==> config.mk <==
export PLATFORM = sky130hd
export DESIGN_NAME = fpu_issue_ctrl_flat
export DESIGN_NICKNAME = d
export VERILOG_FILES = /design/src/rtl/fpu_alu_pkg.sv /design/src/rtl/fpu_issue_ctrl_if.sv /design/src/rtl/fpu_issue_ctrl.sv /design/src/flat_wrapper.sv
export SDC_FILE = /design/constraint.sdc
export NUM_CORES = 1
export LEC_CHECK = 0
export BUFFER_PORTS_ARGS = -buffer_cell sky130_fd_sc_hd__buf_4
export CELL_PAD_IN_SITES_DETAIL_PLACEMENT = 1
export CELL_PAD_IN_SITES_GLOBAL_PLACEMENT = 2
export CORE_MARGIN = 5
export CORE_UTILIZATION = 25
export CTS_CLUSTER_SIZE = 8
export DETAILED_ROUTE_END_ITERATION = 12
export PLACE_DENSITY = 0.87
export SLEW_MARGIN = 20
export SYNTH_ARGS = -nofsm -noshare
export SYNTH_HDL_FRONTEND = slang
export SYNTH_SLANG_ARGS = --single-unit
==> constraint.sdc <==
create_clock -name clk -period 2.5 [get_ports clk]
set_clock_uncertainty 0.1 [all_clocks]
set_input_delay 0.125 -clock clk [delete_from_list [all_inputs] [get_ports clk]]
set_output_delay 0.125 -clock clk [all_outputs]
set_load 0.005 [all_outputs]
==> src/rtl/fpu_alu_pkg.sv <==
// Shared opcode type for the FPU datapath: fp_alu and its issue sequencer.
package fpu_alu_pkg;

  typedef enum logic [3:0] {
    FPU_ADD     = 4'd0,
    FPU_SUB     = 4'd1,
    FPU_MUL     = 4'd2,
    FPU_DIV     = 4'd3,
    FPU_SQRT    = 4'd4,
    FPU_FMADD   = 4'd5,
    FPU_FMSUB   = 4'd6,
    FPU_MIN     = 4'd7,
    FPU_MAX     = 4'd8,
    FPU_SGNJ    = 4'd9,
    FPU_CMP     = 4'd10,
    FPU_CVT_W_S = 4'd11,
    FPU_CVT_S_W = 4'd12
  } fpu_op_t;

  // Quiet canonical NaN returned when an op has to be abandoned.
  localparam logic [31:0] FP32_CANON_NAN = 32'h7FC0_0000;

endpackage

==> src/rtl/fpu_issue_ctrl_if.sv <==
// Request, fp_alu and writeback channels of the FPU issue sequencer.
interface fpu_issue_ctrl_if #(
  parameter int unsigned DATA_WIDTH = 32,
  parameter int unsigned TAG_WIDTH  = 5
);

  logic                        req_valid;
  logic                        req_ready;
  fpu_alu_pkg::fpu_op_t        req_op;
  logic [DATA_WIDTH-1:0]       req_a;
  logic [DATA_WIDTH-1:0]       req_b;
  logic [DATA_WIDTH-1:0]       req_c;
  logic [TAG_WIDTH-1:0]        req_tag;

  logic                        alu_start;
  fpu_alu_pkg::fpu_op_t        alu_op;
  logic [DATA_WIDTH-1:0]       alu_a;
  logic [DATA_WIDTH-1:0]       alu_b;
  logic [DATA_WIDTH-1:0]       alu_c;
  logic [DATA_WIDTH-1:0]       alu_result;
  logic                        alu_result_valid;
  logic                        alu_busy;

  logic                        wb_valid;
  logic                        wb_ready;
  logic [DATA_WIDTH-1:0]       wb_data;
  logic [TAG_WIDTH-1:0]        wb_tag;
  logic                        wb_timeout;

  // Sequencer side.
  modport slave (
    input  req_valid, req_op, req_a, req_b, req_c, req_tag,
    output req_ready,
    output alu_start, alu_op, alu_a, alu_b, alu_c,
    input  alu_result, alu_result_valid, alu_busy,
    output wb_valid, wb_data, wb_tag, wb_timeout,
    input  wb_ready
  );

  // Dispatch, fp_alu and writeback side.
  modport master (
    output req_valid, req_op, req_a, req_b, req_c, req_tag,
    input  req_ready,
    input  alu_start, alu_op, alu_a, alu_b, alu_c,
    output alu_result, alu_result_valid, alu_busy,
    input  wb_valid, wb_data, wb_tag, wb_timeout,
    output wb_ready
  );

endinterface

==> src/rtl/fpu_issue_ctrl.sv <==
// Issue sequencer in front of fp_alu: one op in flight, latched operands,
// watchdog on DIV/SQRT, and a one-entry result register toward writeback.
module fpu_issue_ctrl
  import fpu_alu_pkg::*;
#(
  parameter int unsigned DATA_WIDTH     = 32,
  parameter int unsigned TAG_WIDTH      = 5,
  parameter int unsigned TIMEOUT_CYCLES = 64,
  parameter int unsigned CNT_WIDTH      = 16
) (
  input  logic                 clk,
  input  logic                 rst_n,
  fpu_issue_ctrl_if.slave      bus,
  output logic [CNT_WIDTH-1:0] ops_done
);

  localparam int unsigned WDOG_WIDTH = (TIMEOUT_CYCLES > 1) ? $clog2(TIMEOUT_CYCLES) : 1;
  localparam logic [WDOG_WIDTH-1:0] WDOG_LIMIT = WDOG_WIDTH'(TIMEOUT_CYCLES - 1);
  localparam logic [DATA_WIDTH-1:0] NAN_RESULT = DATA_WIDTH'(FP32_CANON_NAN);

  typedef enum logic [1:0] {
    IDLE  = 2'd0,
    ISSUE = 2'd1,
    WAIT  = 2'd2
  } state_t;

  state_t                state;
  logic [TAG_WIDTH-1:0]  tag_q;
  logic [WDOG_WIDTH-1:0] wdog;

  logic slot_free_c;
  logic op_multi_c;
  logic accept_c;
  logic drain_c;
  logic capture_c;
  logic cap_real_c;

  assign slot_free_c   = !bus.wb_valid || bus.wb_ready;
  assign op_multi_c    = (bus.alu_op == FPU_DIV) || (bus.alu_op == FPU_SQRT);
  assign bus.req_ready = rst_n && (state == IDLE) && slot_free_c;
  assign bus.alu_start = rst_n && (state == ISSUE) && !bus.alu_busy;
  assign accept_c      = bus.req_valid && bus.req_ready;
  assign drain_c       = bus.wb_valid && bus.wb_ready;

  // Capture decision; a capture without a valid ALU result is a forced NaN.
  always_comb begin
    capture_c  = 1'b0;
    cap_real_c = 1'b0;
    case (state)
      ISSUE: begin
        if (bus.alu_start && !op_multi_c) begin
          capture_c  = 1'b1;
          cap_real_c = bus.alu_result_valid;
        end
      end
      WAIT: begin
        capture_c  = bus.alu_result_valid || (wdog == WDOG_LIMIT);
        cap_real_c = bus.alu_result_valid;
      end
      default: ;
    endcase
  end

  always_ff @(posedge clk) begin
    if (!rst_n) begin
      state          <= IDLE;
      tag_q          <= '0;
      wdog           <= '0;
      bus.alu_op     <= FPU_ADD;
      bus.alu_a      <= '0;
      bus.alu_b      <= '0;
      bus.alu_c      <= '0;
      bus.wb_valid   <= 1'b0;
      bus.wb_data    <= '0;
      bus.wb_tag     <= '0;
      bus.wb_timeout <= 1'b0;
      ops_done       <= '0;
    end else begin
      case (state)
        IDLE: begin
          if (accept_c) begin
            bus.alu_op <= bus.req_op;
            bus.alu_a  <= bus.req_a;
            bus.alu_b  <= bus.req_b;
            bus.alu_c  <= bus.req_c;
            tag_q      <= bus.req_tag;
            state      <= ISSUE;
          end
        end
        ISSUE: begin
          if (bus.alu_start) begin
            if (op_multi_c) begin
              wdog  <= '0;
              state <= WAIT;
            end else begin
              state <= IDLE;
            end
          end
        end
        WAIT: begin
          wdog <= wdog + WDOG_WIDTH'(1);
          if (capture_c) begin
            state <= IDLE;
          end
        end
        default: state <= IDLE;
      endcase

      // A capture may land on the same edge the slot drains: no bubble.
      if (capture_c) begin
        bus.wb_valid   <= 1'b1;
        bus.wb_data    <= cap_real_c ? bus.alu_result : NAN_RESULT;
        bus.wb_timeout <= !cap_real_c;
        bus.wb_tag     <= tag_q;
      end else if (drain_c) begin
        bus.wb_valid <= 1'b0;
      end

      if (drain_c) begin
        ops_done <= ops_done + CNT_WIDTH'(1);
      end
    end
  end

endmodule
==> src/flat_wrapper.sv <==
// flat-port wrapper written by rule: the top's interface ports become plain ports
module fpu_issue_ctrl_flat import fpu_alu_pkg::*;
#(
  parameter int unsigned DATA_WIDTH     = 32,
  parameter int unsigned TAG_WIDTH      = 5,
  parameter int unsigned TIMEOUT_CYCLES = 64,
  parameter int unsigned CNT_WIDTH      = 16
)
  (clk, rst_n, ops_done, bus_req_valid, bus_req_op, bus_req_a, bus_req_b, bus_req_c, bus_req_tag, bus_req_ready, bus_alu_start, bus_alu_op, bus_alu_a, bus_alu_b, bus_alu_c, bus_alu_result, bus_alu_result_valid, bus_alu_busy, bus_wb_valid, bus_wb_data, bus_wb_tag, bus_wb_timeout, bus_wb_ready);
  fpu_issue_ctrl_if #(.DATA_WIDTH(DATA_WIDTH), .TAG_WIDTH(TAG_WIDTH)) bus_i ();
  input  logic clk;
  input  logic rst_n;
  output logic [CNT_WIDTH-1:0] ops_done;
  input wire logic [$bits(bus_i.req_valid)-1:0] bus_req_valid;
  input wire logic [$bits(bus_i.req_op)-1:0] bus_req_op;
  input wire logic [$bits(bus_i.req_a)-1:0] bus_req_a;
  input wire logic [$bits(bus_i.req_b)-1:0] bus_req_b;
  input wire logic [$bits(bus_i.req_c)-1:0] bus_req_c;
  input wire logic [$bits(bus_i.req_tag)-1:0] bus_req_tag;
  output wire logic [$bits(bus_i.req_ready)-1:0] bus_req_ready;
  output wire logic [$bits(bus_i.alu_start)-1:0] bus_alu_start;
  output wire logic [$bits(bus_i.alu_op)-1:0] bus_alu_op;
  output wire logic [$bits(bus_i.alu_a)-1:0] bus_alu_a;
  output wire logic [$bits(bus_i.alu_b)-1:0] bus_alu_b;
  output wire logic [$bits(bus_i.alu_c)-1:0] bus_alu_c;
  input wire logic [$bits(bus_i.alu_result)-1:0] bus_alu_result;
  input wire logic [$bits(bus_i.alu_result_valid)-1:0] bus_alu_result_valid;
  input wire logic [$bits(bus_i.alu_busy)-1:0] bus_alu_busy;
  output wire logic [$bits(bus_i.wb_valid)-1:0] bus_wb_valid;
  output wire logic [$bits(bus_i.wb_data)-1:0] bus_wb_data;
  output wire logic [$bits(bus_i.wb_tag)-1:0] bus_wb_tag;
  output wire logic [$bits(bus_i.wb_timeout)-1:0] bus_wb_timeout;
  input wire logic [$bits(bus_i.wb_ready)-1:0] bus_wb_ready;
  assign bus_i.req_valid = bus_req_valid;
  assign bus_i.req_op = bus_req_op;
  assign bus_i.req_a = bus_req_a;
  assign bus_i.req_b = bus_req_b;
  assign bus_i.req_c = bus_req_c;
  assign bus_i.req_tag = bus_req_tag;
  assign bus_req_ready = bus_i.req_ready;
  assign bus_alu_start = bus_i.alu_start;
  assign bus_alu_op = bus_i.alu_op;
  assign bus_alu_a = bus_i.alu_a;
  assign bus_alu_b = bus_i.alu_b;
  assign bus_alu_c = bus_i.alu_c;
  assign bus_i.alu_result = bus_alu_result;
  assign bus_i.alu_result_valid = bus_alu_result_valid;
  assign bus_i.alu_busy = bus_alu_busy;
  assign bus_wb_valid = bus_i.wb_valid;
  assign bus_wb_data = bus_i.wb_data;
  assign bus_wb_tag = bus_i.wb_tag;
  assign bus_wb_timeout = bus_i.wb_timeout;
  assign bus_i.wb_ready = bus_wb_ready;
  fpu_issue_ctrl #(.DATA_WIDTH(DATA_WIDTH), .TAG_WIDTH(TAG_WIDTH), .TIMEOUT_CYCLES(TIMEOUT_CYCLES), .CNT_WIDTH(CNT_WIDTH)) u_core (.clk(clk), .rst_n(rst_n), .bus(bus_i), .ops_done(ops_done));
endmodule
==> results.ini <==
[status]
outcome=finished clean

[placement]
place_hpwl_um=17400
place.gp.congestion=0.780
port_buffers=299

[clock_network]
ctsResizeCount=0
insertion_delay_ps=420
htree_levels=4
path_clk_slew_ps=80
clock_sinks=168
cts.hold.buffers_added=131
cts_buffer_depth=2
cts_inserted_buffers=17
root_buffer=clkbuf_16
tritoncts=built
cts_setup_buffers=0

[pwr]
p_int_uw=5060
p_per_area_nw_per_um2=639
switching_share=0.296
peakVddDrop_mv=0.290
seqPwrFrac=0.415
p_switching_uw=2120
clkPwrFrac=0.366
comb_power_share=0.220
power_leakage_uw=0.00462

[cells_and_area]
nFillCells=3131
multi_input_area_sq_um=3070
regArea_sq_um=3360
drive_above_1_share=0.283
fin_nets=1393
syn_to_final_growth_pct=67.6
final_util=0.422

[synthesis]
syn_area_sq_um=6700
synth_cell_types=46
synth_edf_count=0
synth_top_area_share=0.502
ys_warn_count=0
synthFlopType=dfxtp_1
yosysSeqAreaShare=0.502
syn_inst=837
synthTopCellsByArea=dfxtp_1 50%, nand2_1 16%, a21oi_1 9.4%
synth_fp_nets=986
synth_area_per_cell_sq_um=8.01
synth_area_leader_cell=dfxtp_1
yosys_register_bits=168
ys_async_sr_fraction=0

[min_path]
hold_path.class=input port to register
hold_depth=4

[critical_path]
worstPathMaxFanout=29
rr_worst_depth=7
endpoint_kind=register
crit_type=register to register
required_ps=2740
cp.arrival_ps=2490
crit_path_start_kind=register

[timing]
setup_viol=0
tightest_slew_ps=998
hold_viol=0
fmax_mhz=444
tns_ps=0
grt_setup_unrepaired=no
maxSlewViolCount=0
slew_headroom=0.334
fin_crit_ps=2250
fin_crit_sh=0.902

[die]
num_io_pins=300
die-height_um=174
start_util=0.252
dieWidth_um=174
rows=60
die_area_sq_um=30200
design.core.area_sq_um=26700

[drt]
drc=0
post_drt_wl_per_cell_um=16.3
post_drt_via_cell_ratio=4.55
drtIter0Drc=257
drt_wl_total_um=26000
antenna_left=0
vias=7268
drt_first_pass_iters=5

[grt]
grt_max_degree=121
overflow=0
antenna_found_initial=1
grt_pass1_wl_um=42100
grt_pass1_vias=7883
grtUsageTotal=0.169

[run]
maxCapViolations=0

critical path, stage by stage, from the launching register on:
cell	delay (ps)
dfxtp_1	330
inv_1	100
ha_1	180
nand3b_1	140
or3_1	610
a21oi_4	230
buf_12	240
mux2i_1	220
path summary, 6_finish.rpt:
check,start,to,slack (ps)
worst max-delay path,u_core.state[1]$_SDFFE_PN0P_,u_core.bus.wb_data[1]$_SDFFE_PN0P_,250
worst max register to register,u_core.state[1]$_SDFFE_PN0P_,u_core.bus.wb_data[1]$_SDFFE_PN0P_,250
worst min register to register,u_core.bus.alu_b[5]$_SDFFE_PN0P_,u_core.bus.alu_b[5]$_SDFFE_PN0P_,350
worst min-delay path,bus_alu_result[27],u_core.bus.wb_data[27]$_SDFFE_PN0P_,20
power groups by stage:
stage                     sequential (uW)  combinational (uW)  clock [uW]
after floorplan                      3030                 666           0
after global placement               3020                1400           0
after detailed placement             3040                1410           0
after CTS                            2980                1590        2740
after global routing                 3000                1740        2860
final                                2980                1580        2630
synthesized netlist by cell type, types with 2 or more instances:
cell,number
nor3_1,4
xnor2_1,6
mux2_2,4
ha_1,6
o211ai_1,2
mux2i_1,34
buf_1,5
a21oi_1,126
nor2_1,20
o21ai_0,25
nand2b_1,4
clkbuf_1,46
inv_1,14
nor4_1,7
and3_1,3
a21boi_0,10
dfxtp_1,168
xor2_1,2
nand3b_1,3
nand3_1,13
a31oi_1,3
o31a_1,9
nand4_1,3
or3_1,7
buf_2,5
nand2_1,288
cells in the final DEF (no fill, tap or decap), types with 5 or more instances in the layout:
| master | Yosys | routed |
|---|---|---|
| a21boi_0 | 10 | 10 |
| a21oi_1 | 126 | 125 |
| buf_12 | 0 | 5 |
| buf_4 | 1 | 310 |
| clkbuf_16 | 0 | 17 |
| clkinv_4 | 0 | 6 |
| dfxtp_1 | 168 | 168 |
| dlygate4sd3_1 | 0 | 131 |
| ha_1 | 6 | 6 |
| inv_1 | 14 | 13 |
| mux2i_1 | 34 | 34 |
| nand2_1 | 288 | 288 |
| nand3_1 | 13 | 13 |
| nor2_1 | 20 | 19 |
| nor4_1 | 7 | 7 |
| o21ai_0 | 25 | 25 |
| o31a_1 | 9 | 9 |
| or3_1 | 7 | 7 |
| xnor2_1 | 6 | 6 |
metal layers:
layer	wire, um	share of wire	global-route usage
met1	10900	0.42	0.200
met3	1720	0.066	0.0585
met5	0	0	0
met4	574	0.022	0.0492
met2	12800	0.49	0.291
flip-flops by register name (all words and copies together), names as in the netlist:
register,flops
u_core.bus.alu_a,32
u_core.bus.alu_b,32
u_core.bus.alu_c,32
u_core.bus.wb_data,32
u_core.ops_done,16
u_core.wdog,6
u_core.bus.wb_tag,5
u_core.tag_q,5
u_core.bus.alu_op,4
u_core.state,2
u_core.bus.wb_timeout,1
u_core.bus.wb_valid,1
kinds of logic after synthesis:
kind of cell / after synthesis / share of synthesized area
xor gates and xnor gates: 8 / 0.0105
buffers and inverters: 72 / 0.0429
DFF: 168 / 0.502
adders and majority gates: 6 / 0.0112
AOI/OAI and AO/OA: 186 / 0.154
and+or+nand+nor: 359 / 0.222
muxes: 38 / 0.0575
layout make-up:
class	instances	share of cell area
inverters	14	0.00490
repair buffers	446	0.333
flip-flops and latches	168	0.299
multi-input cells	597	0.273
diodes	1	0.000223
well taps	341	0.0380
clock inverters	13	0.0123
clock buffers	19	0.0394
per-stage QoR:
| stage | area, sq um | power (uW) | hold WS (ps) | std cells | setup slack [ps] |
|---|---|---|---|---|---|
| 2_1_floorplan | 6700 | 3700 | 161 | 837 | 487 |
| 3_3_place_gp | 9340 | 4430 | 271 | 1435 | 358 |
| 3_5_place_dp | 9340 | 4450 | 283 | 1435 | 258 |
| 4_1_cts | 11200 | 7310 | 17.1 | 1598 | 231 |
| 5_1_grt | 11200 | 7610 | 45.0 | 1599 | 48.9 |
| 6_report | 11200 | 7180 | 22.9 | 1599 | 246 |
No activity file was read; power rests on OpenSTA's default activity.
